### config.mk
export PLATFORM = sky130hd
export DESIGN_NAME = up_job_sched_flat
export DESIGN_NICKNAME = d
export VERILOG_FILES = /design/src/rtl/up_job_sched_if.sv /design/src/rtl/up_job_sched.sv /design/src/flat_wrapper.sv
export SDC_FILE = /design/constraint.sdc
export NUM_CORES = 1
export LEC_CHECK = 0
export ABC_AREA = 1
export CORE_MARGIN = 2
export CORE_UTILIZATION = 66
export DETAILED_ROUTE_END_ITERATION = 10
export DONT_BUFFER_PORTS = 1
export HOLD_SLACK_MARGIN = 0.05
export PLACE_DENSITY = 0.89
export SYNTH_ARGS = -nofsm -noshare
export SYNTH_HDL_FRONTEND = slang
export SYNTH_SLANG_ARGS = --single-unit
export TNS_END_PERCENT = 5
### constraint.sdc
create_clock -name ACLK -period 16.5 [get_ports ACLK]
set_input_delay 2.475 -clock ACLK [delete_from_list [all_inputs] [get_ports ACLK]]
set_output_delay 2.475 -clock ACLK [all_outputs]
set_load 0.05 [all_outputs]
### src/rtl/up_job_sched_if.sv
`default_nettype none
// -----------------------------------------------------------------------------
// up_job_sched_if : requester-side and copy-engine-side signals of up_job_sched
// Rev 1.0
// -----------------------------------------------------------------------------
interface up_job_sched_if #(
  parameter int NUM_REQ        = 4,
  parameter int AXI_ADDR_WIDTH = 32,
  parameter int SIZE_WIDTH     = 15,
  parameter int FIFO_DEPTH     = 4
);
  localparam int CNT_W = $clog2(FIFO_DEPTH + 1);

  logic [NUM_REQ-1:0]                req_valid_i;
  logic [NUM_REQ-1:0]                req_ready_o;
  logic [NUM_REQ*AXI_ADDR_WIDTH-1:0] req_src_addr_i;
  logic [NUM_REQ*AXI_ADDR_WIDTH-1:0] req_dst_addr_i;
  logic [NUM_REQ*SIZE_WIDTH-1:0]     req_size_i;
  logic [NUM_REQ-1:0]                done_o;
  logic [AXI_ADDR_WIDTH-1:0]         src_addr_o;
  logic [AXI_ADDR_WIDTH-1:0]         dst_addr_o;
  logic [SIZE_WIDTH-1:0]             size_o;
  logic                              trigger_pulse_o;
  logic                              busy_i;
  logic [CNT_W-1:0]                  pending_o;
  logic                              idle_o;

  modport slave (
    input  req_valid_i, req_src_addr_i, req_dst_addr_i, req_size_i, busy_i,
    output req_ready_o, done_o, src_addr_o, dst_addr_o, size_o,
           trigger_pulse_o, pending_o, idle_o
  );

  modport master (
    output req_valid_i, req_src_addr_i, req_dst_addr_i, req_size_i, busy_i,
    input  req_ready_o, done_o, src_addr_o, dst_addr_o, size_o,
           trigger_pulse_o, pending_o, idle_o
  );
endinterface
`default_nettype wire

### src/rtl/up_job_sched.sv
`default_nettype none
// -----------------------------------------------------------------------------
// up_job_sched : round-robin job queue launching copies one at a time on the engine
// Rev 1.0
// -----------------------------------------------------------------------------
module up_job_sched #(
  parameter int NUM_REQ        = 4,
  parameter int AXI_ADDR_WIDTH = 32,
  parameter int SIZE_WIDTH     = 15,
  parameter int FIFO_DEPTH     = 4
) (
  input  wire logic     ACLK,
  input  wire logic     ARESET,
  up_job_sched_if.slave bus
);
  localparam int ID_W  = $clog2(NUM_REQ);
  localparam int PTR_W = $clog2(FIFO_DEPTH);
  localparam int CNT_W = $clog2(FIFO_DEPTH + 1);
  localparam logic [CNT_W-1:0]   FULL_CNT = CNT_W'(FIFO_DEPTH);
  localparam logic [NUM_REQ-1:0] ONE_HOT0 = NUM_REQ'(1);

  typedef enum logic [2:0] {
    S_IDLE       = 3'd0,
    S_LAUNCH     = 3'd1,
    S_WAIT_START = 3'd2,
    S_WAIT_END   = 3'd3,
    S_DONE       = 3'd4
  } state_t;

  state_t                    state_q, state_d;
  logic [ID_W-1:0]           rr_ptr_q, rr_ptr_d;
  logic [PTR_W-1:0]          wr_ptr_q, wr_ptr_d, rd_ptr_q, rd_ptr_d;
  logic [CNT_W-1:0]          count_q, count_d;
  logic [ID_W-1:0]           id_q, id_d;
  logic [AXI_ADDR_WIDTH-1:0] src_q, src_d, dst_q, dst_d;
  logic [SIZE_WIDTH-1:0]     size_q, size_d;
  logic                      trigger_q, trigger_d;
  logic [NUM_REQ-1:0]        done_q, done_d;

  logic [ID_W-1:0]           id_mem   [FIFO_DEPTH];
  logic [AXI_ADDR_WIDTH-1:0] src_mem  [FIFO_DEPTH];
  logic [AXI_ADDR_WIDTH-1:0] dst_mem  [FIFO_DEPTH];
  logic [SIZE_WIDTH-1:0]     size_mem [FIFO_DEPTH];

  logic [NUM_REQ-1:0] grant;
  logic [ID_W-1:0]    grant_idx;
  logic               full, empty, push, pop;
  int                 cand;

  assign full  = (count_q == FULL_CNT);
  assign empty = (count_q == '0);

  // Scan from the highest offset down so the nearest valid requester wins.
  always_comb begin
    grant     = '0;
    grant_idx = '0;
    cand      = 0;
    if (!full && !ARESET) begin
      for (int k = NUM_REQ - 1; k >= 0; k--) begin
        cand = (int'(rr_ptr_q) + k) % NUM_REQ;
        if (bus.req_valid_i[ID_W'(cand)]) grant_idx = ID_W'(cand);
      end
      grant[grant_idx] = bus.req_valid_i[grant_idx];
    end
  end

  assign push = |grant;
  assign pop  = (state_q == S_IDLE) && !empty && !bus.busy_i;

  always_comb begin
    rr_ptr_d = rr_ptr_q;
    if (push) rr_ptr_d = (grant_idx == ID_W'(NUM_REQ - 1)) ? '0 : grant_idx + ID_W'(1);
    wr_ptr_d = push ? wr_ptr_q + PTR_W'(1) : wr_ptr_q;
    rd_ptr_d = pop  ? rd_ptr_q + PTR_W'(1) : rd_ptr_q;
    count_d  = count_q;
    if (push && !pop)      count_d = count_q + CNT_W'(1);
    else if (!push && pop) count_d = count_q - CNT_W'(1);
  end

  always_ff @(posedge ACLK) begin
    if (push) begin
      id_mem[wr_ptr_q]   <= grant_idx;
      src_mem[wr_ptr_q]  <= bus.req_src_addr_i[AXI_ADDR_WIDTH*int'(grant_idx) +: AXI_ADDR_WIDTH];
      dst_mem[wr_ptr_q]  <= bus.req_dst_addr_i[AXI_ADDR_WIDTH*int'(grant_idx) +: AXI_ADDR_WIDTH];
      size_mem[wr_ptr_q] <= bus.req_size_i[SIZE_WIDTH*int'(grant_idx) +: SIZE_WIDTH];
    end
  end

  always_comb begin
    state_d   = state_q;
    id_d      = id_q;
    src_d     = src_q;
    dst_d     = dst_q;
    size_d    = size_q;
    trigger_d = 1'b0;
    done_d    = '0;
    case (state_q)
      S_IDLE: begin
        if (pop) begin
          id_d   = id_mem[rd_ptr_q];
          src_d  = src_mem[rd_ptr_q];
          dst_d  = dst_mem[rd_ptr_q];
          size_d = size_mem[rd_ptr_q];
          // Zero-byte jobs complete without ever starting the engine.
          if (size_mem[rd_ptr_q] != '0) begin
            state_d   = S_LAUNCH;
            trigger_d = 1'b1;
          end else begin
            state_d = S_DONE;
            done_d  = ONE_HOT0 << id_mem[rd_ptr_q];
          end
        end
      end
      S_LAUNCH:     state_d = S_WAIT_START;
      S_WAIT_START: if (bus.busy_i) state_d = S_WAIT_END;
      S_WAIT_END: begin
        if (!bus.busy_i) begin
          state_d = S_DONE;
          done_d  = ONE_HOT0 << id_q;
        end
      end
      S_DONE:       state_d = S_IDLE;
      default:      state_d = S_IDLE;
    endcase
  end

  always_ff @(posedge ACLK) begin
    if (ARESET) begin
      state_q   <= S_IDLE;
      rr_ptr_q  <= '0;
      wr_ptr_q  <= '0;
      rd_ptr_q  <= '0;
      count_q   <= '0;
      id_q      <= '0;
      src_q     <= '0;
      dst_q     <= '0;
      size_q    <= '0;
      trigger_q <= 1'b0;
      done_q    <= '0;
    end else begin
      state_q   <= state_d;
      rr_ptr_q  <= rr_ptr_d;
      wr_ptr_q  <= wr_ptr_d;
      rd_ptr_q  <= rd_ptr_d;
      count_q   <= count_d;
      id_q      <= id_d;
      src_q     <= src_d;
      dst_q     <= dst_d;
      size_q    <= size_d;
      trigger_q <= trigger_d;
      done_q    <= done_d;
    end
  end

  assign bus.req_ready_o     = grant;
  assign bus.done_o          = done_q;
  assign bus.src_addr_o      = src_q;
  assign bus.dst_addr_o      = dst_q;
  assign bus.size_o          = size_q;
  assign bus.trigger_pulse_o = trigger_q;
  assign bus.pending_o       = count_q;
  assign bus.idle_o          = empty && (state_q == S_IDLE);
endmodule
`default_nettype wire

### src/flat_wrapper.sv
// flat-port wrapper written by rule: the top's interface ports become plain ports
module up_job_sched_flat 
#(
  parameter int NUM_REQ        = 4,
  parameter int AXI_ADDR_WIDTH = 32,
  parameter int SIZE_WIDTH     = 15,
  parameter int FIFO_DEPTH     = 4
)
  (ACLK, ARESET, bus_req_valid_i, bus_req_src_addr_i, bus_req_dst_addr_i, bus_req_size_i, bus_busy_i, bus_req_ready_o, bus_done_o, bus_src_addr_o, bus_dst_addr_o, bus_size_o, bus_trigger_pulse_o, bus_pending_o, bus_idle_o);
  up_job_sched_if #(.NUM_REQ(NUM_REQ), .AXI_ADDR_WIDTH(AXI_ADDR_WIDTH), .SIZE_WIDTH(SIZE_WIDTH), .FIFO_DEPTH(FIFO_DEPTH)) bus_i ();
  input  wire logic ACLK;
  input  wire logic ARESET;
  input wire logic [$bits(bus_i.req_valid_i)-1:0] bus_req_valid_i;
  input wire logic [$bits(bus_i.req_src_addr_i)-1:0] bus_req_src_addr_i;
  input wire logic [$bits(bus_i.req_dst_addr_i)-1:0] bus_req_dst_addr_i;
  input wire logic [$bits(bus_i.req_size_i)-1:0] bus_req_size_i;
  input wire logic [$bits(bus_i.busy_i)-1:0] bus_busy_i;
  output wire logic [$bits(bus_i.req_ready_o)-1:0] bus_req_ready_o;
  output wire logic [$bits(bus_i.done_o)-1:0] bus_done_o;
  output wire logic [$bits(bus_i.src_addr_o)-1:0] bus_src_addr_o;
  output wire logic [$bits(bus_i.dst_addr_o)-1:0] bus_dst_addr_o;
  output wire logic [$bits(bus_i.size_o)-1:0] bus_size_o;
  output wire logic [$bits(bus_i.trigger_pulse_o)-1:0] bus_trigger_pulse_o;
  output wire logic [$bits(bus_i.pending_o)-1:0] bus_pending_o;
  output wire logic [$bits(bus_i.idle_o)-1:0] bus_idle_o;
  assign bus_i.req_valid_i = bus_req_valid_i;
  assign bus_i.req_src_addr_i = bus_req_src_addr_i;
  assign bus_i.req_dst_addr_i = bus_req_dst_addr_i;
  assign bus_i.req_size_i = bus_req_size_i;
  assign bus_i.busy_i = bus_busy_i;
  assign bus_req_ready_o = bus_i.req_ready_o;
  assign bus_done_o = bus_i.done_o;
  assign bus_src_addr_o = bus_i.src_addr_o;
  assign bus_dst_addr_o = bus_i.dst_addr_o;
  assign bus_size_o = bus_i.size_o;
  assign bus_trigger_pulse_o = bus_i.trigger_pulse_o;
  assign bus_pending_o = bus_i.pending_o;
  assign bus_idle_o = bus_i.idle_o;
  up_job_sched #(.NUM_REQ(NUM_REQ), .AXI_ADDR_WIDTH(AXI_ADDR_WIDTH), .SIZE_WIDTH(SIZE_WIDTH), .FIFO_DEPTH(FIFO_DEPTH)) u_core (.ACLK(ACLK), .ARESET(ARESET), .bus(bus_i));
endmodule
==> impl_metrics.env, run 1 <==
export IMPL_power_density_mw_per_mm2=212.4
export IMPL_clk_latency_ps=540
export IMPL_cts_resized=0
export IMPL_antenna_found_initial=6
export IMPL_synth_cell_types=35
export IMPL_p_sw_mw=1.714
export IMPL_synthSimpleGateAreaFrac=0.1419
export IMPL_synth_top_area_share=0.5306
export IMPL_cts_htree_levels=2
export IMPL_worstMarginPinSlew_ps=1196
export IMPL_synthMuxAreaShare=0
export IMPL_ant_nets=0
export IMPL_grt_pass1_wl_um=70150
export IMPL_syn_num_nets=2202
export IMPL_nets=2131
export IMPL_cts_clk_slew_worst_paths_ps=60
export IMPL_cts_root_buffer="clkbuf_16"
export IMPL_cellLeakagePower_nw=6.922
export IMPL_cts_max_path_buffers=3
export IMPL_synth_async_sr_flop_share=0
export IMPL_vias=14050
export IMPL_final_common_cell="nor2_1"
export IMPL_synth_area_sq_mm=0.01834
export IMPL_drive_gt1_frac=0.05568
export IMPL_yosys_area_top_type="edfxtp_1"
export IMPL_fin_crit_sh=0.4271
export IMPL_p_comb_frac=0.295
export IMPL_viasPerCell=6.346
export IMPL_start_util=0.6655
export IMPL_dp_hpwl_um=28870
export IMPL_cts_setup_buffers=0
export IMPL_die_w_um=170.7
export IMPL_coreArea_sq_mm=0.02755
export IMPL_synthCells=1872
export IMPL_ys_seq_area_frac=0.6398
export IMPL_arrival_ps=4570
export IMPL_die_h_um=170.7
export IMPL_overflow=0
export IMPL_hold_viol=0
export IMPL_endpoint_kind="output port"
export IMPL_skew_ps=23.16
export IMPL_internal_power_mw=2.473
export IMPL_cts_tree="yes"
export IMPL_fin_tns_setup_ps=0
export IMPL_portBuffers=0
export IMPL_wl_per_cell_um=21.40
export IMPL_critPathLaunchType="primary input"
export IMPL_drc=0
export IMPL_dieArea_sq_mm=0.02913
export IMPL_synth_compound_area_frac=0.1679
export IMPL_synthToLayoutAreaGrowth_pct=7.493
export IMPL_numCtsBuffers=42
export IMPL_slew_violations=0
export IMPL_ir_drop_uv=174.4
export IMPL_rsz0062_at_grt="no"
export IMPL_drt_total_wl_um=47390
export IMPL_final_cell_mix="539 x nor2_1, 386 x o21ai_0, 324 x edfxtp_1, 98 x dfxtp_1, 91 x o21ai_1"
export IMPL_drt_first_iter_violations=1788
export IMPL_min_path_type="reg -> reg"
export IMPL_min_period_ps=7047
export IMPL_rows=61
export IMPL_fin_util=0.7154
export IMPL_yosys_warnings=0
export IMPL_maxCapViolations=0
export IMPL_setup_viol=0
export IMPL_first_pass_iters=6
export IMPL_max_freq_mhz=141.9
export IMPL_clkSinkCount=424
export IMPL_ys_ff_latch=424
export IMPL_cp_required_ps=14030
export IMPL_ys_top_cells_by_area="edfxtp_1 53%, nor2_1 11%, dfxtp_1 11%"
export IMPL_io_pins=415
export IMPL_switching_share=0.4093
export IMPL_place_congestion=0.9592
export IMPL_gr_usage_all_layers=0.3163
export IMPL_ys_flop_type="edfxtp_1"
export IMPL_synth_edf_count=324
export IMPL_synth_xor_area_frac=0
export IMPL_syn_area_per_cell_sq_um=9.795
export IMPL_synthAdderAreaFrac=0.005186
export IMPL_maxSlewHeadroom=0.2026
export IMPL_grt_max_degree=123
export IMPL_critPathKind="in -> out"
export IMPL_synth_top_family_by_area="compound AO/OA/AOI/OAI gates"
export IMPL_outcome="complete, no violations"
export IMPL_path_max_fanout=81
export IMPL_first_global_vias=12920
export IMPL_clkPwrFrac=0.220
export IMPL_seq_power_share=0.485
export IMPL_hold_buffers=0
-- final cells by class --
type	count	area, sq um
Sequential cell	424	11740
Multi-Input combinational cell	1267	5842
Inverter	49	187.7
Antenna cell	4	10.01
Clock buffer	59	1197
Clock inverter	16	133.9
Fill cell	1833	7843
Tap cell	378	473.0
Timing Repair Buffer	17	127.6
-- cell usage after synthesis (all sizes together), types with 4 or more instances --
master	n
nor2	542
o21ai	477
edfxtp	324
dfxtp	100
nand2	84
clkbuf	68
a31oi	65
buf	64
inv	49
a21oi	43
nand3	27
ha	6
nor3	6
nand4	5
a21boi	4
-- cells by family after synthesis --
logic type	count (synthesis)
compound gates	593
fa+ha+maj	7
buf+inv	181
flops	424
simple gates	667
-- sequential cells by signal, indices dropped and copies added (netlist names), named ones only --
| register | flops |
|---|---|
| u_core.size_mem | 60 |
| u_core.bus.src_addr_o | 32 |
| u_core.dst_mem | 128 |
| u_core.bus.size_o | 15 |
| u_core.id_mem | 8 |
| u_core.wr_ptr_q | 2 |
| u_core.bus.pending_o | 3 |
| u_core.id_q | 2 |
| u_core.bus.dst_addr_o | 32 |
| u_core.bus.done_o | 4 |
| u_core.src_mem | 128 |
| u_core.bus.trigger_pulse_o | 1 |
| u_core.state_q | 3 |
| u_core.rr_ptr_q | 2 |
| u_core.rd_ptr_q | 2 |
-- worst paths after layout --
path                                        start                               to  slack (ps)  cells after the start
max                                        ARESET               bus_req_ready_o[1]        9450                      5
min                   u_core.id_q[1]$_SDFFE_PP0P_      u_core.id_q[1]$_SDFFE_PP0P_         510                      2
max reg2reg  u_core.bus.pending_o[2]$_SDFFE_PP0P_  u_core.size_mem[2][6]$_DFFE_PP_       11880                      8
min reg2reg           u_core.id_q[1]$_SDFFE_PP0P_      u_core.id_q[1]$_SDFFE_PP0P_         510                      2
-- critical path, cell delays in order --
cell and delay [ps]:
inv_2 30, o21ai_0 350, inv_1 340, nand2_4 460
nor2_1 900
-- metrics by stage --
step / cell area, sq um / hold slack (ps) / cells / power, mW / setup slack [ps]
3_5_place_dp: 18370 / 481.6 / 2135 / 3.256 / 9477
6_report: 19710 / 508.0 / 2214 / 4.187 / 9453
4_1_cts: 19700 / 501.6 / 2210 / 4.175 / 9468
2_1_floorplan: 18340 / 465.8 / 1872 / 2.938 / 6614
5_1_grt: 19710 / 532.4 / 2214 / 4.406 / 9369
3_3_place_gp: 18370 / 476.2 / 2135 / 3.170 / 9582
-- routing by layer --
metal  part of all wire  vias up  GRT usage
met2               0.49      903     0.5261
met4              0.039        4     0.1416
met3               0.11      151    0.08304
met1               0.36     6592     0.3914
li1                   -     6400          -
met5            0.00046        -          0
-- power by group through the flow --
stage	clock network (mW)	logic [mW]	registers, mW
6_report	0.919	1.24	2.03
5_1_grt	0.965	1.38	2.06
4_1_cts	0.923	1.22	2.03
3_5_place_dp	0	1.21	2.05
3_3_place_gp	0	1.14	2.03
2_1_floorplan	0	0.927	2.01
Power figures use the tool's default switching activity.
==> inputs of run 2 (changes only) <==
- CORE_UTILIZATION: 66 -> 63
- PLACE_DENSITY: 0.89 -> 0.86
- clock period: 16.5 -> 6.93 ns (I/O delays scaled with it)
==> run 2 against run 1 <==
Against the previous run:
- worst hold slack got worse by 11 ps
- via count up 0.41%
- wire length grew 2.5%
- highest routed layer unchanged
- largest power group unchanged
- largest cell class unchanged
==> impl_metrics.env, run 2 (synthesized netlist as in run 1, its figures left out) <==
export IMPL_final_cell_mix="539 x nor2_1, 386 x o21ai_0, 324 x edfxtp_1, 98 x dfxtp_1, 91 x o21ai_1"
export IMPL_setup_viol=0
export IMPL_coreArea_sq_mm=0.02870
export IMPL_dieArea_sq_mm=0.03049
export IMPL_regToRegEndpoint="u_core.dst_mem[2][25]$_DFFE_PP_"
export IMPL_cpMostUsedCell="inv_1"
export IMPL_cp_required_ps=5890
export IMPL_fin_crit_sh=0.6706
export IMPL_path_cells="inv_1, o21ai_0, inv_1, nand3_1, inv_1"
export IMPL_drt_first_iter_violations=1736
export IMPL_first_global_vias=13380
export IMPL_ant_nets=0
export IMPL_grt_max_degree=110
export IMPL_min_path_type="reg -> reg"
export IMPL_io_pins=415
export IMPL_arrival_ps=3610
export IMPL_fin_util=0.6908
export IMPL_power_density_mw_per_mm2=507.7
export IMPL_outcome="complete, no violations"
export IMPL_maxSlewHeadroom=0.2932
export IMPL_top_regs="u_core.dst_mem (128), u_core.src_mem (128), u_core.size_mem (60)"
export IMPL_antenna_found_initial=11
export IMPL_critPathLaunchType="register"
export IMPL_regToRegStartpoint="u_core.bus.pending_o[2]$_SDFFE_PP0P_"
export IMPL_cts_setup_buffers=0
export IMPL_synthToLayoutAreaGrowth_pct=8.127
export IMPL_slew_violations=0
export IMPL_skew_ps=22.89
export IMPL_hold_viol=0
export IMPL_cts_max_path_buffers=3
export IMPL_drc=0
export IMPL_fin_tns_setup_ps=0
export IMPL_dp_hpwl_um=30370
export IMPL_final_common_cell="nor2_1"
export IMPL_finalPower_mw=10.07
export IMPL_path_buf_inv=3
export IMPL_min_period_ps=4647
export IMPL_max_freq_mhz=215.2
export IMPL_multiInputGateArea_sq_mm=0.005842
export IMPL_cts_resized=0
export IMPL_path_max_fanout=14
export IMPL_viasPerCell=6.329
export IMPL_r2r_setup_slack_ps=2680
export IMPL_vias=14110
export IMPL_holdPathStages=2
export IMPL_cellLeakagePower_nw=6.963
export IMPL_drt_total_wl_um=48570
export IMPL_wl_per_cell_um=21.79
export IMPL_hold_buffers=0
export IMPL_die_w_um=174.6
export IMPL_grt_pass1_wl_um=73500
export IMPL_numCtsBuffers=42
export IMPL_slowest_stage="o21ai_0"
export IMPL_cts_root_buffer="clkbuf_16"
export IMPL_place_congestion=0.9390
export IMPL_endpoint_kind="output port"
export IMPL_die_h_um=174.6
export IMPL_cp_top_family="buffers and inverters"
export IMPL_ir_drop_uv=408.4
export IMPL_gr_usage_all_layers=0.3126
export IMPL_start_util=0.6388
export IMPL_clk_latency_ps=520
export IMPL_overflow=0
export IMPL_min_delay_start="u_core.id_q[0]$_SDFFE_PP0P_"
export IMPL_drive_gt1_frac=0.05825
export IMPL_cp_slowest_stage_delay_ps=850
export IMPL_clkSinkCount=424
export IMPL_portBuffers=0
export IMPL_critPathKind="reg -> out"
export IMPL_cts_tree="yes"
export IMPL_rsz0062_at_grt="no"
export IMPL_cts_clk_slew_worst_paths_ps=60
export IMPL_hold_end="u_core.id_q[0]$_SDFFE_PP0P_"
export IMPL_r2r_cells=7
export IMPL_worstMarginPinSlew_ps=1049
export IMPL_maxCapViolations=0
export IMPL_cts_htree_levels=2
export IMPL_first_pass_iters=6
export IMPL_fill_cells=2063
export IMPL_ff_latch_area_sq_mm=0.01174
export IMPL_nets=2135
export IMPL_rows=62
run 2: how the worst max path moves through the flow:
stage                                         start                         endpoint  slack, ps  cells past startpoint
3_5_place_dp                                 ARESET    u_core.id_mem[1][0]$_DFFE_PP_       2710                      6
2_1_floorplan                                ARESET   u_core.dst_mem[0][0]$_DFFE_PP_      -1520                      7
3_3_place_gp                                 ARESET  u_core.src_mem[1][10]$_DFFE_PP_       2760                      6
5_1_grt        u_core.bus.pending_o[2]$_SDFFE_PP0P_               bus_req_ready_o[0]       2080                      5
6_report       u_core.bus.pending_o[2]$_SDFFE_PP0P_               bus_req_ready_o[0]       2280                      5
4_1_cts        u_core.bus.pending_o[2]$_SDFFE_PP0P_               bus_req_ready_o[0]       2280                      5
run 2: worst reg2reg max path, cell delays in order, from the launching register on:
cell,delay [ps]
dfxtp_1,660
inv_1,140
o21ai_0,850
inv_1,340
nand2_4,840
buf_4,640
o21ai_0,190
o21ai_1,360
run 2: metal layers:
layer  vias to the layer above  wire [um]  track usage
met4                         8       2064       0.1410
met5                         -         37            0
met3                       169       5615      0.09769
met2                       861      22990       0.5051
met1                      6654      17870       0.3900
li1                       6415          -            -
run 2: where the power goes:
part,switching (mW),internal [mW]
Clock,0.921,1.37
Combinational,2.18,0.752
Sequential,0.986,3.86
run 2: layout make-up:
cell class                      count  area share
Multi-Input combinational cell   1267      0.2946
Clock inverter                     23     0.01401
Timing Repair Buffer               21    0.007952
Clock buffer                       53     0.05661
Sequential cell                   424      0.5921
Antenna cell                        8    0.001010
Tap cell                          384     0.02423
Inverter                           49    0.009466
run 2: metrics by stage:
| step | hold WS (ps) | setup WS [ps] | area [sq um] | std cells |
|---|---|---|---|---|
| 2_1_floorplan | 465.8 | -1520 | 18340 | 1872 |
| 3_3_place_gp | 480.0 | 2758 | 18410 | 2145 |
| 3_5_place_dp | 483.1 | 2706 | 18410 | 2145 |
| 4_1_cts | 490.9 | 2277 | 19810 | 2221 |
| 5_1_grt | 530.5 | 2078 | 19820 | 2225 |
| 6_report | 497.0 | 2283 | 19830 | 2229 |
